--- src/rtl/uart_core_if.sv ---
// Host-side bundle for uart_core: baud setting, toggle request lines, FIFO
// status, the registered RX byte and the two serial pins.
interface uart_core_if;
    logic [15:0] baud_div;
    logic        uart_tx_start;
    logic [7:0]  uart_tx_data_in;
    logic        uart_tx_pin;
    logic        uart_tx_fifo_full;
    logic        uart_tx_fifo_empty;
    logic        uart_rx_pin;
    logic        uart_rx_read;
    logic        uart_rx_ready;
    logic [7:0]  uart_rx_byte;

    modport master (
        output baud_div, uart_tx_start, uart_tx_data_in, uart_rx_pin, uart_rx_read,
        input  uart_tx_pin, uart_tx_fifo_full, uart_tx_fifo_empty, uart_rx_ready, uart_rx_byte
    );

    modport slave (
        input  baud_div, uart_tx_start, uart_tx_data_in, uart_rx_pin, uart_rx_read,
        output uart_tx_pin, uart_tx_fifo_full, uart_tx_fifo_empty, uart_rx_ready, uart_rx_byte
    );
endinterface

--- src/rtl/uart_core.sv ---
// Full-duplex 8N1 UART with a FIFO per direction and toggle-style host requests.
// Bit time is baud_div clocks (minimum 4), latched at the start of every frame.
module uart_core #(
    parameter int FIFO_DEPTH = 64,
    parameter bit RX_ENABLE  = 1'b1,
    parameter bit TX_ENABLE  = 1'b1
) (
    input  logic       clk,
    input  logic       rst_n,
    uart_core_if.slave bus
);
    localparam int AW = $clog2(FIFO_DEPTH);
    localparam int PW = AW + 1;

    typedef enum logic [1:0] {TX_IDLE, TX_START, TX_DATA, TX_STOP} tx_state_e;
    typedef enum logic [1:0] {RX_IDLE, RX_START, RX_DATA, RX_STOP} rx_state_e;

    logic [15:0] baud_eff;
    logic        tx_pin;
    logic        tx_full;
    logic        tx_empty;
    logic        rx_ready;
    logic [7:0]  rx_byte;

    assign baud_eff               = (bus.baud_div < 16'd4) ? 16'd4 : bus.baud_div;
    assign bus.uart_tx_pin        = tx_pin;
    assign bus.uart_tx_fifo_full  = tx_full;
    assign bus.uart_tx_fifo_empty = tx_empty;
    assign bus.uart_rx_ready      = rx_ready;
    assign bus.uart_rx_byte       = rx_byte;

    generate
        if (TX_ENABLE) begin : g_tx
            logic [7:0]    tx_mem [FIFO_DEPTH];
            logic [PW-1:0] tx_wr_q, tx_wr_d, tx_rd_q, tx_rd_d, tx_rd_inc;
            logic          tx_full_q, tx_full_d, tx_empty_q, tx_empty_d;
            logic          tx_hist_q, tx_hist_d;
            logic          tx_pin_q, tx_pin_d;
            logic          tx_push, tx_pop;
            tx_state_e     tx_state_q, tx_state_d;
            logic [15:0]   tx_cnt_q, tx_cnt_d, tx_baud_q, tx_baud_d;
            logic [2:0]    tx_bit_q, tx_bit_d;
            logic [7:0]    tx_shift_q, tx_shift_d;

            always_comb begin
                tx_hist_d  = bus.uart_tx_start;
                tx_push    = (bus.uart_tx_start != tx_hist_q) && !tx_full_q;
                tx_pop     = 1'b0;
                tx_rd_inc  = tx_rd_q + PW'(1);
                tx_state_d = tx_state_q;
                tx_cnt_d   = tx_cnt_q;
                tx_baud_d  = tx_baud_q;
                tx_bit_d   = tx_bit_q;
                tx_shift_d = tx_shift_q;

                case (tx_state_q)
                    TX_IDLE: begin
                        if (!tx_empty_q) begin
                            tx_state_d = TX_START;
                            tx_baud_d  = baud_eff;
                            tx_cnt_d   = baud_eff - 16'd1;
                            tx_shift_d = tx_mem[tx_rd_q[AW-1:0]];
                        end
                    end
                    TX_START: begin
                        if (tx_cnt_q == 16'd0) begin
                            tx_state_d = TX_DATA;
                            tx_cnt_d   = tx_baud_q - 16'd1;
                            tx_bit_d   = 3'd0;
                        end else begin
                            tx_cnt_d = tx_cnt_q - 16'd1;
                        end
                    end
                    TX_DATA: begin
                        if (tx_cnt_q == 16'd0) begin
                            tx_cnt_d   = tx_baud_q - 16'd1;
                            tx_shift_d = {1'b0, tx_shift_q[7:1]};
                            if (tx_bit_q == 3'd7) begin
                                tx_state_d = TX_STOP;
                            end else begin
                                tx_bit_d = tx_bit_q + 3'd1;
                            end
                        end else begin
                            tx_cnt_d = tx_cnt_q - 16'd1;
                        end
                    end
                    TX_STOP: begin
                        if (tx_cnt_q == 16'd0) begin
                            // Pop the byte just sent; chain straight into the next one if queued
                            tx_pop = 1'b1;
                            if (tx_wr_q != tx_rd_inc) begin
                                tx_state_d = TX_START;
                                tx_baud_d  = baud_eff;
                                tx_cnt_d   = baud_eff - 16'd1;
                                tx_shift_d = tx_mem[tx_rd_inc[AW-1:0]];
                            end else begin
                                tx_state_d = TX_IDLE;
                            end
                        end else begin
                            tx_cnt_d = tx_cnt_q - 16'd1;
                        end
                    end
                    default: tx_state_d = TX_IDLE;
                endcase

                tx_wr_d    = tx_wr_q + PW'(tx_push);
                tx_rd_d    = tx_rd_q + PW'(tx_pop);
                tx_empty_d = (tx_wr_d == tx_rd_d);
                tx_full_d  = (tx_wr_d[AW-1:0] == tx_rd_d[AW-1:0]) && (tx_wr_d[AW] != tx_rd_d[AW]);

                case (tx_state_d)
                    TX_START: tx_pin_d = 1'b0;
                    TX_DATA:  tx_pin_d = tx_shift_d[0];
                    default:  tx_pin_d = 1'b1;
                endcase
            end

            always_ff @(posedge clk) begin
                tx_hist_q <= tx_hist_d;
                if (!rst_n) begin
                    tx_wr_q    <= '0;
                    tx_rd_q    <= '0;
                    tx_full_q  <= 1'b0;
                    tx_empty_q <= 1'b1;
                    tx_pin_q   <= 1'b1;
                    tx_state_q <= TX_IDLE;
                    tx_cnt_q   <= 16'd0;
                    tx_baud_q  <= 16'd4;
                    tx_bit_q   <= 3'd0;
                    tx_shift_q <= 8'd0;
                end else begin
                    tx_wr_q    <= tx_wr_d;
                    tx_rd_q    <= tx_rd_d;
                    tx_full_q  <= tx_full_d;
                    tx_empty_q <= tx_empty_d;
                    tx_pin_q   <= tx_pin_d;
                    tx_state_q <= tx_state_d;
                    tx_cnt_q   <= tx_cnt_d;
                    tx_baud_q  <= tx_baud_d;
                    tx_bit_q   <= tx_bit_d;
                    tx_shift_q <= tx_shift_d;
                end
            end

            always_ff @(posedge clk) begin
                if (rst_n && tx_push) begin
                    tx_mem[tx_wr_q[AW-1:0]] <= bus.uart_tx_data_in;
                end
            end

            assign tx_pin   = tx_pin_q;
            assign tx_full  = tx_full_q;
            assign tx_empty = tx_empty_q;
        end else begin : g_no_tx
            assign tx_pin   = 1'b1;
            assign tx_full  = 1'b0;
            assign tx_empty = 1'b1;
        end
    endgenerate

    generate
        if (RX_ENABLE) begin : g_rx
            logic [7:0]    rx_mem [FIFO_DEPTH];
            logic [PW-1:0] rx_wr_q, rx_wr_d, rx_rd_q, rx_rd_d;
            logic          rx_full_q, rx_full_d, rx_empty_q, rx_empty_d;
            logic          rx_hist_q, rx_hist_d;
            logic          rx_s1_q, rx_s1_d, rx_s2_q, rx_s2_d, rx_s3_q, rx_s3_d;
            logic          rx_push, rx_pop;
            rx_state_e     rx_state_q, rx_state_d;
            logic [15:0]   rx_cnt_q, rx_cnt_d, rx_baud_q, rx_baud_d;
            logic [2:0]    rx_bit_q, rx_bit_d;
            logic [7:0]    rx_shift_q, rx_shift_d;
            logic [7:0]    rx_byte_q, rx_byte_d;

            always_comb begin
                // s1/s2 synchronize the pin; s3 only serves start-edge detection
                rx_s1_d    = bus.uart_rx_pin;
                rx_s2_d    = rx_s1_q;
                rx_s3_d    = rx_s2_q;
                rx_hist_d  = bus.uart_rx_read;
                rx_pop     = (bus.uart_rx_read != rx_hist_q) && !rx_empty_q;
                rx_push    = 1'b0;
                rx_state_d = rx_state_q;
                rx_cnt_d   = rx_cnt_q;
                rx_baud_d  = rx_baud_q;
                rx_bit_d   = rx_bit_q;
                rx_shift_d = rx_shift_q;

                case (rx_state_q)
                    RX_IDLE: begin
                        if (rx_s3_q && !rx_s2_q) begin
                            rx_state_d = RX_START;
                            rx_baud_d  = baud_eff;
                            rx_cnt_d   = (baud_eff >> 1) - 16'd1;
                        end
                    end
                    RX_START: begin
                        if (rx_cnt_q == 16'd0) begin
                            if (rx_s2_q) begin
                                rx_state_d = RX_IDLE;
                            end else begin
                                rx_state_d = RX_DATA;
                                rx_cnt_d   = rx_baud_q - 16'd1;
                                rx_bit_d   = 3'd0;
                            end
                        end else begin
                            rx_cnt_d = rx_cnt_q - 16'd1;
                        end
                    end
                    RX_DATA: begin
                        if (rx_cnt_q == 16'd0) begin
                            rx_shift_d = {rx_s2_q, rx_shift_q[7:1]};
                            rx_cnt_d   = rx_baud_q - 16'd1;
                            if (rx_bit_q == 3'd7) begin
                                rx_state_d = RX_STOP;
                            end else begin
                                rx_bit_d = rx_bit_q + 3'd1;
                            end
                        end else begin
                            rx_cnt_d = rx_cnt_q - 16'd1;
                        end
                    end
                    RX_STOP: begin
                        if (rx_cnt_q == 16'd0) begin
                            rx_state_d = RX_IDLE;
                            rx_push    = rx_s2_q && !rx_full_q;
                        end else begin
                            rx_cnt_d = rx_cnt_q - 16'd1;
                        end
                    end
                    default: rx_state_d = RX_IDLE;
                endcase

                rx_wr_d    = rx_wr_q + PW'(rx_push);
                rx_rd_d    = rx_rd_q + PW'(rx_pop);
                rx_empty_d = (rx_wr_d == rx_rd_d);
                rx_full_d  = (rx_wr_d[AW-1:0] == rx_rd_d[AW-1:0]) && (rx_wr_d[AW] != rx_rd_d[AW]);
                rx_byte_d  = rx_pop ? rx_mem[rx_rd_q[AW-1:0]] : rx_byte_q;
            end

            always_ff @(posedge clk) begin
                rx_hist_q <= rx_hist_d;
                if (!rst_n) begin
                    rx_s1_q    <= 1'b1;
                    rx_s2_q    <= 1'b1;
                    rx_s3_q    <= 1'b1;
                    rx_wr_q    <= '0;
                    rx_rd_q    <= '0;
                    rx_full_q  <= 1'b0;
                    rx_empty_q <= 1'b1;
                    rx_state_q <= RX_IDLE;
                    rx_cnt_q   <= 16'd0;
                    rx_baud_q  <= 16'd4;
                    rx_bit_q   <= 3'd0;
                    rx_shift_q <= 8'd0;
                    rx_byte_q  <= 8'd0;
                end else begin
                    rx_s1_q    <= rx_s1_d;
                    rx_s2_q    <= rx_s2_d;
                    rx_s3_q    <= rx_s3_d;
                    rx_wr_q    <= rx_wr_d;
                    rx_rd_q    <= rx_rd_d;
                    rx_full_q  <= rx_full_d;
                    rx_empty_q <= rx_empty_d;
                    rx_state_q <= rx_state_d;
                    rx_cnt_q   <= rx_cnt_d;
                    rx_baud_q  <= rx_baud_d;
                    rx_bit_q   <= rx_bit_d;
                    rx_shift_q <= rx_shift_d;
                    rx_byte_q  <= rx_byte_d;
                end
            end

            always_ff @(posedge clk) begin
                if (rst_n && rx_push) begin
                    rx_mem[rx_wr_q[AW-1:0]] <= rx_shift_q;
                end
            end

            assign rx_ready = !rx_empty_q;
            assign rx_byte  = rx_byte_q;
        end else begin : g_no_rx
            assign rx_ready = 1'b0;
            assign rx_byte  = 8'd0;
        end
    endgenerate
endmodule

--- src/flat_wrapper.sv ---
// flat-port wrapper written by rule: the top's interface ports become plain ports
module uart_core_flat 
#(
    parameter int FIFO_DEPTH = 64,
    parameter bit RX_ENABLE  = 1'b1,
    parameter bit TX_ENABLE  = 1'b1
)
  (clk, rst_n, bus_baud_div, bus_uart_tx_start, bus_uart_tx_data_in, bus_uart_rx_pin, bus_uart_rx_read, bus_uart_tx_pin, bus_uart_tx_fifo_full, bus_uart_tx_fifo_empty, bus_uart_rx_ready, bus_uart_rx_byte);
  uart_core_if bus_i ();
  input  logic clk;
  input  logic rst_n;
  input wire logic [$bits(bus_i.baud_div)-1:0] bus_baud_div;
  input wire logic [$bits(bus_i.uart_tx_start)-1:0] bus_uart_tx_start;
  input wire logic [$bits(bus_i.uart_tx_data_in)-1:0] bus_uart_tx_data_in;
  input wire logic [$bits(bus_i.uart_rx_pin)-1:0] bus_uart_rx_pin;
  input wire logic [$bits(bus_i.uart_rx_read)-1:0] bus_uart_rx_read;
  output wire logic [$bits(bus_i.uart_tx_pin)-1:0] bus_uart_tx_pin;
  output wire logic [$bits(bus_i.uart_tx_fifo_full)-1:0] bus_uart_tx_fifo_full;
  output wire logic [$bits(bus_i.uart_tx_fifo_empty)-1:0] bus_uart_tx_fifo_empty;
  output wire logic [$bits(bus_i.uart_rx_ready)-1:0] bus_uart_rx_ready;
  output wire logic [$bits(bus_i.uart_rx_byte)-1:0] bus_uart_rx_byte;
  assign bus_i.baud_div = bus_baud_div;
  assign bus_i.uart_tx_start = bus_uart_tx_start;
  assign bus_i.uart_tx_data_in = bus_uart_tx_data_in;
  assign bus_i.uart_rx_pin = bus_uart_rx_pin;
  assign bus_i.uart_rx_read = bus_uart_rx_read;
  assign bus_uart_tx_pin = bus_i.uart_tx_pin;
  assign bus_uart_tx_fifo_full = bus_i.uart_tx_fifo_full;
  assign bus_uart_tx_fifo_empty = bus_i.uart_tx_fifo_empty;
  assign bus_uart_rx_ready = bus_i.uart_rx_ready;
  assign bus_uart_rx_byte = bus_i.uart_rx_byte;
  uart_core #(.FIFO_DEPTH(FIFO_DEPTH), .RX_ENABLE(RX_ENABLE), .TX_ENABLE(TX_ENABLE)) u_core (.clk(clk), .rst_n(rst_n), .bus(bus_i));
endmodule
--- config.mk ---
export PLATFORM = sky130hd
export DESIGN_NAME = uart_core_flat
export DESIGN_NICKNAME = d
export VERILOG_FILES = /design/src/rtl/uart_core_if.sv /design/src/rtl/uart_core.sv /design/src/flat_wrapper.sv
export SDC_FILE = /design/constraint.sdc
export NUM_CORES = 2
export LEC_CHECK = 0
export ABC_CLOCK_PERIOD_IN_PS = 9500
export CORE_UTILIZATION = 50
export CTS_BUF_LIST = sky130_fd_sc_hd__clkbuf_2
export DETAILED_ROUTE_END_ITERATION = 12
export PLACE_DENSITY = 0.66
export SYNTH_ARGS = -nofsm -noshare
export SYNTH_HDL_FRONTEND = slang
export SYNTH_SLANG_ARGS = --single-unit
--- constraint.sdc ---
create_clock -name clk -period 9.5 [get_ports clk]
set_clock_uncertainty 0.2 [all_clocks]
set_input_delay 1.425 -clock clk [delete_from_list [all_inputs] [get_ports clk]]
set_output_delay 1.425 -clock clk [all_outputs]
set_load 0.1 [all_outputs]
; Word level (Yosys, flattened, before mapping)
; Memory sizes are Yosys's and may differ from the RTL's. A register that Yosys moved wholly into a read port is not among the register bits.
; Index checks and enable logic that the tools add are counted.
[totals]
register_bits = 128
ram_bits = 1024
elab_cells = 161
memories = 2
[op_classes]
n_addsub = 13
magnitude_cmp = 1
n_eq_ne = 35
muxes = 54
n_reduce_logical = 31
[mem_list]
columns = name, depth, word_bits, read_ports, rd_clocked_by_memory_dff, write_ports, line
row1 = u_core.g_rx.rx_mem, 64, 8, 1, 1, 1, uart_core.sv:163  ; logic [7:0] rx_mem [FIFO_DEPTH];
row2 = u_core.g_tx.tx_mem, 64, 8, 2, 1, 1, uart_core.sv:34  ; logic [7:0] tx_mem [FIFO_DEPTH];
[ops]
columns = cell, count
row1 = $mux W16, 13
row2 = $sub A16 B1 Y16 const B, 5
row3 = $pmux W16 S4, 1
row4 = $pmux W16 S3, 1
row5 = $logic_not A16 Y1, 2
row6 = $mux W8, 4
row7 = $pmux W16 S2, 1
row8 = $add A7 B1 Y7, 4
row9 = $pmux W8 S3, 1
row10 = $mux W2, 11
row11 = $mux W3, 7
row12 = $ne A2 B1 Y1 const B, 9
row13 = $lt A16 B3 Y1 const B, 1
row14 = $pmux W2 S4, 2
row15 = $sub A15 B1 Y16 const B, 1
row16 = $reduce_and A5 Y1, 3
row17 = $eq A7 B7 Y1, 2
row18 = $eq A6 B6 Y1, 2
row19 = $pmux W3 S2, 2
row20 = $eq A2 B2 Y1 const B, 5
row21 = $ne A2 B2 Y1 const B, 5
row22 = $mux W1, 9
row23 = $logic_and A1 B1 Y1, 8
row24 = $reduce_and A4 Y1, 2
row25 = other kinds (16), 33

; Logic depth before layout (Yosys ltp)
[logic_depth]
ltp_word = 7
mapped_depth = 15
mapped_depth_nobuf = 15

; Least setup slack after synthesis
; No wires, ideal clock.
[synth_path]
path_type = input to register
start = input bus_baud_div[9]
end = register u_core.g_tx.tx_cnt_q[15]
setup_ns = 0.074
t_arrival_ns = 4.702
slack_ns = 4.524
cell_stages = 13
n_path_buf = 2
cell_sequence = clkbuf_1 -> or4_1 -> clkbuf_1 -> nor3_1 -> nand2_1 -> o21ai_0 -> ha_1 -> nor4bb_1 -> nand3_1 -> nand2b_1 -> xnor2_1 -> o21ai_1 -> a31oi_1
[synth_via]
elab_chain_len = 6
word_cells_on_any_way = 7
[synth_rtl]
columns = item, line
row1 = from (decl), flat_wrapper.sv:12  ; input wire logic [$bits(bus_i.baud_div)-1:0] bus_baud_div;
row2 = $lt A16 B3 Y1, uart_core.sv:25  ; assign baud_eff = (bus.baud_div < 16'd4) ? 16'd4 : bus.baud_div;
row3 = $mux W16 (*), uart_core.sv:25
row4 = $sub A16 B1 Y16 (*), "uart_core.sv:61, uart_core.sv:94"
row5 = $mux W16, uart_core.sv:91  ; if (tx_wr_q != tx_rd_inc) begin
row6 = $mux W16, uart_core.sv:88  ; if (tx_cnt_q == 16'd0) begin
row7 = $pmux W16 S3 (*), uart_core.sv:56  ; case (tx_state_q)
row8 = to (signal assigned), uart_core.sv:138  ; tx_cnt_q <= tx_cnt_d;
row9 = to (decl), uart_core.sv:41  ; logic [15:0] tx_cnt_q, tx_cnt_d, tx_baud_q, tx_baud_d;
; Mark *: on every way between the ends. The rest lies on a longest branch, timed or not. The select of a mux whose other input is x is not followed.
; A chain may end at the register's enable or synchronous reset.

; Final worst setup path
[layout_path]
start = register u_core.g_tx.tx_rd_q[0]
end = register u_core.g_tx.tx_shift_q[7]
[layout_via]
elab_chain_len = 5
word_cells_on_any_way = 8
[layout_rtl]
columns = item, line
row1 = from (decl), uart_core.sv:35  ; logic [PW-1:0] tx_wr_q, tx_wr_d, tx_rd_q, tx_rd_d, tx_rd_inc;
row2 = from (signal assigned), uart_core.sv:133  ; tx_rd_q <= tx_rd_d;
row3 = $add A7 B1 Y7 (*), uart_core.sv:49  ; tx_rd_inc = tx_rd_q + PW'(1);
row4 = $mem_v2 Z64 W8, n/a
row5 = $mux W8, uart_core.sv:91
row6 = $mux W8, uart_core.sv:88
row7 = $pmux W8 S3, uart_core.sv:56
row8 = to (signal assigned), uart_core.sv:141  ; tx_shift_q <= tx_shift_d;
row9 = to (decl), uart_core.sv:43  ; logic [7:0] tx_shift_q, tx_shift_d;
; Marks and branches as above.

==> metrics.md <==
| Metric | Value |
|---|---|
| Status | finished, final reports clean |
| Initial core utilization | 0.506 |
| Vias per inst | 6.30 |
| Vias | 30.0k |
| Clock root cell | clkbuf_2 |
| Setup TNS | 0 ps |
| Antenna Violating Nets Remaining | 0 |
| R2R depth | 8 |
| Vias in the first global route | 30.4k |
| DR pass1 iterations | 5 |
| PD cells | 178 mW/mm² |
| Post-Syn Nets | 3032 |
| Layout cells sized above 1 | 0.306 |
| Slew HR | 0.117 |
| Critical path class | flip-flop to flip-flop |
| Worst EP required | 10690 ps |
| Ys async rst share | 0 |
| Max-cap violations | 0 |
| Residual DRC | 0 |
| Die footprint | 0.105 mm² |
| Reg2reg setup slack | 4500 ps |
| Reg2reg end | u_core.g_tx.tx_shift_q[7]$_SDFFE_PN0P_ |
| WHS Path Cells | 1 |
| Fmax | 0.200 GHz |
| Post-Synthesis Cells | 2974 |
| Syn Std Cell Area | 0.0517 mm² |
| Gr usage total | 0.249 |
| Hold WC Path Type | flip-flop to flip-flop |
| Post-Layout Cell Count | 4760 |
| Ys flop type | edfxtp_1 |
| TritonCTS clock tree | built |
| Routability cong. | 0.905 |
| CTS resizes | 0 |
| Final setup vio count | 0 |
| H-tree levels | 5 |
| Crit path max fanout | 111 |
| Final Max Slew Viols | 0 |
| Arr. time, crit path | 6190 ps |
| HP Start | u_core.g_rx.rx_s1_q$_SDFF_PN1_ |
| RSZ-0062 raised after global routing | false |
| DRT iter0 DRCs | 3156 |
| CTS sink cnt | 1160 |
| Average wire per standard cell | 26.8 µm |
| Maximum root-to-sink buffer count | 4 |
| Leak Pwr | 17.7 nW |
| Core area | 0.102 mm² |
| WHS Endpoint | u_core.g_rx.rx_s2_q$_SDFF_PN1_ |
| Worst IR Drop VDD | 0.102 mV |
| Unique masters post-synth | 84 |
| Fin nets | 3234 |
| Clock transition at the registers of the reported paths | 110 ps |
| Clock insertion delay at the later pin of the skew report | 1500 ps |
| Crit end category | flip-flop |
| Post-synth EDFFs | 1024 |
| Initial antenna violation count | 3 |
| Num rows | 117 |
| Setup bufs post-CTS | 0 |
| Startpoint types | flip-flop |
| Post-CTS Hold Fix Bufs | 0 |
| Io pins | 41 |
| Fin crit share | 0.527 |
| DP HPWL | 81000 µm |
| YS warnings | 0 |
| Fillcell total | 8149 |
| CP startpoint | u_core.g_tx.tx_rd_q[0]$_SDFF_PN0_ |
| Mean post-synth cell area | 17.4 µm² |
| Worst reg2reg path startpoint | u_core.g_tx.tx_rd_q[0]$_SDFF_PN0_ |
| Minimum clock period | 5000 ps |
| Num CTS Buffers | 310 |
| Total routed wirelength | 128000 µm |
| Placed cell count | 4232 |
| Final hold viol count | 0 |
| Synth Register Bits | 1160 |
| GR Overflow Total | 0 |
| IO buf count | 40 |
| Largest net degree at the start of global routing | 112 |
| Die height | 324 µm |
| Area grow syn2layout | 8.40% |
| Post-synthesis sequential area ratio | 0.647 |
| Slew of the pin with the lowest slew margin | 1320 ps |
| First-pass GRT wire length | 191000 µm |
| Die width | 324 µm |
==> metal layers <==
metal | GRT usage | vias to the layer above | routed length (µm)
met3 | 0.0521 | 252 | 10800
met1 | 0.344 | 15500 | 51800
met5 | 0 | - | 13
met2 | 0.392 | 1546 | 61700
met4 | 0.0888 | 2 | 3320
li1 | - | 12700 | -
==> synth_stat cells, drive strengths merged, types with 11 or more instances <==
library cell  instances  area share
buf                  82      0.0071
nor3                 40      0.0041
ha                   29      0.0070
dfxtp               136       0.053
nor2                237       0.017
inv                  31      0.0022
and2                 18      0.0022
mux2                 14      0.0030
o21ai                52      0.0051
o221ai               15      0.0025
or3                  19      0.0024
a21oi                93      0.0091
a221oi               12      0.0020
nand2b               13      0.0016
xnor2                62       0.010
o22ai                11      0.0013
nand2               154       0.012
xor2                 52      0.0088
mux2i                57       0.011
mux4                464        0.20
nand3                61      0.0061
o211ai               14      0.0020
nand4                13      0.0016
clkbuf              106      0.0077
nor4                 20      0.0024
edfxtp             1024        0.59
==> how the worst max path moves through the flow <==
stage / to / slack, ps / depth (start not counted)
floorplan: u_core.g_tx.tx_cnt_q[15]$_SDFFE_PN0P_ / 4520 / 13
global placement: u_core.g_tx.tx_cnt_q[15]$_SDFFE_PN0P_ / 3280 / 12
detailed placement: u_core.g_tx.tx_cnt_q[15]$_SDFFE_PN0P_ / 3210 / 12
CTS: u_core.bus.uart_tx_pin$_SDFF_PN1_ / 4460 / 9
global route: u_core.g_tx.tx_shift_q[3]$_SDFFE_PN0P_ / 4240 / 10
finish: u_core.g_tx.tx_shift_q[7]$_SDFFE_PN0P_ / 4500 / 8
==> state kept, by name, indices dropped and copies added, names as in the netlist, 8 cells and up, named ones only <==
register / count
u_core.bus.uart_rx_byte: 8
u_core.g_rx.rx_baud_q: 16
u_core.g_rx.rx_cnt_q: 16
u_core.g_rx.rx_mem: 512
u_core.g_rx.rx_shift_q: 8
u_core.g_tx.tx_baud_q: 16
u_core.g_tx.tx_cnt_q: 16
u_core.g_tx.tx_mem: 512
u_core.g_tx.tx_shift_q: 8
==> layout by cell type, fill, tap and decap left out, types with 59 or more instances in the layout <==
master and n:
a21oi_1 92, clkbuf_2 443, clkinv_1 59, dfxtp_1 122, edfxtp_1 1024, mux4_2 464
nand2_1 151, nand3_1 60, nor2_1 237, xnor2_1 60
==> worst max-delay path, stage by stage, from the launching register on <==
cell	delay [ps]
dfxtp_4	830
buf_12	550
buf_4	860
mux4_2	610
mux4_2	530
mux2i_1	400
nand2_1	130
a31oi_1	420
a21oi_1	120
==> where the power goes <==
part	internal [mW]	leakage [nW]	switching (mW)
registers	5.58	10.5	0.0963
clock network	1.35	2.05	2.01
logic	0.338	5.17	0.630
==> through the flow <==
| step | setup slack [ps] | util | total power, mW | area, µm² | hold WS, ps |
|---|---|---|---|---|---|
| after global placement | 3280 | 0.523 | 6.70 | 53400 | 205 |
| after CTS | 4460 | 0.549 | 10.1 | 56100 | 73.6 |
| after floorplan | 4520 | - | 6.44 | 51700 | 186 |
| after global routing | 4240 | 0.549 | 10.4 | 56100 | 84.8 |
| after detailed placement | 3210 | 0.523 | 6.73 | 53400 | 191 |
| final | 4500 | 0.549 | 10.0 | 56100 | 218 |
==> logic make-up after synthesis <==
logic type      Yosys count  share of synthesized area
xor+xnor                114                     0.0193
mux                     535                      0.216
buf+inv                 222                     0.0172
simple gates            634                     0.0580
flops                  1160                      0.647
compound gates          280                     0.0354
fa+ha+maj                29                    0.00701
==> layout make-up <==
type | instances | area, µm² | share of cell area
Antenna cell | 6 | 15.0 | 0.000268
Clock buffer | 443 | 2220 | 0.0395
Clock inverter | 79 | 425 | 0.00759
Inverter | 34 | 129 | 0.00230
Multi-Input combinational cell | 1592 | 17400 | 0.311
Sequential cell | 1160 | 33500 | 0.597
Tap cell | 1368 | 1710 | 0.0305
Timing Repair Buffer | 78 | 653 | 0.0116
Power figures use the tool's default switching activity.
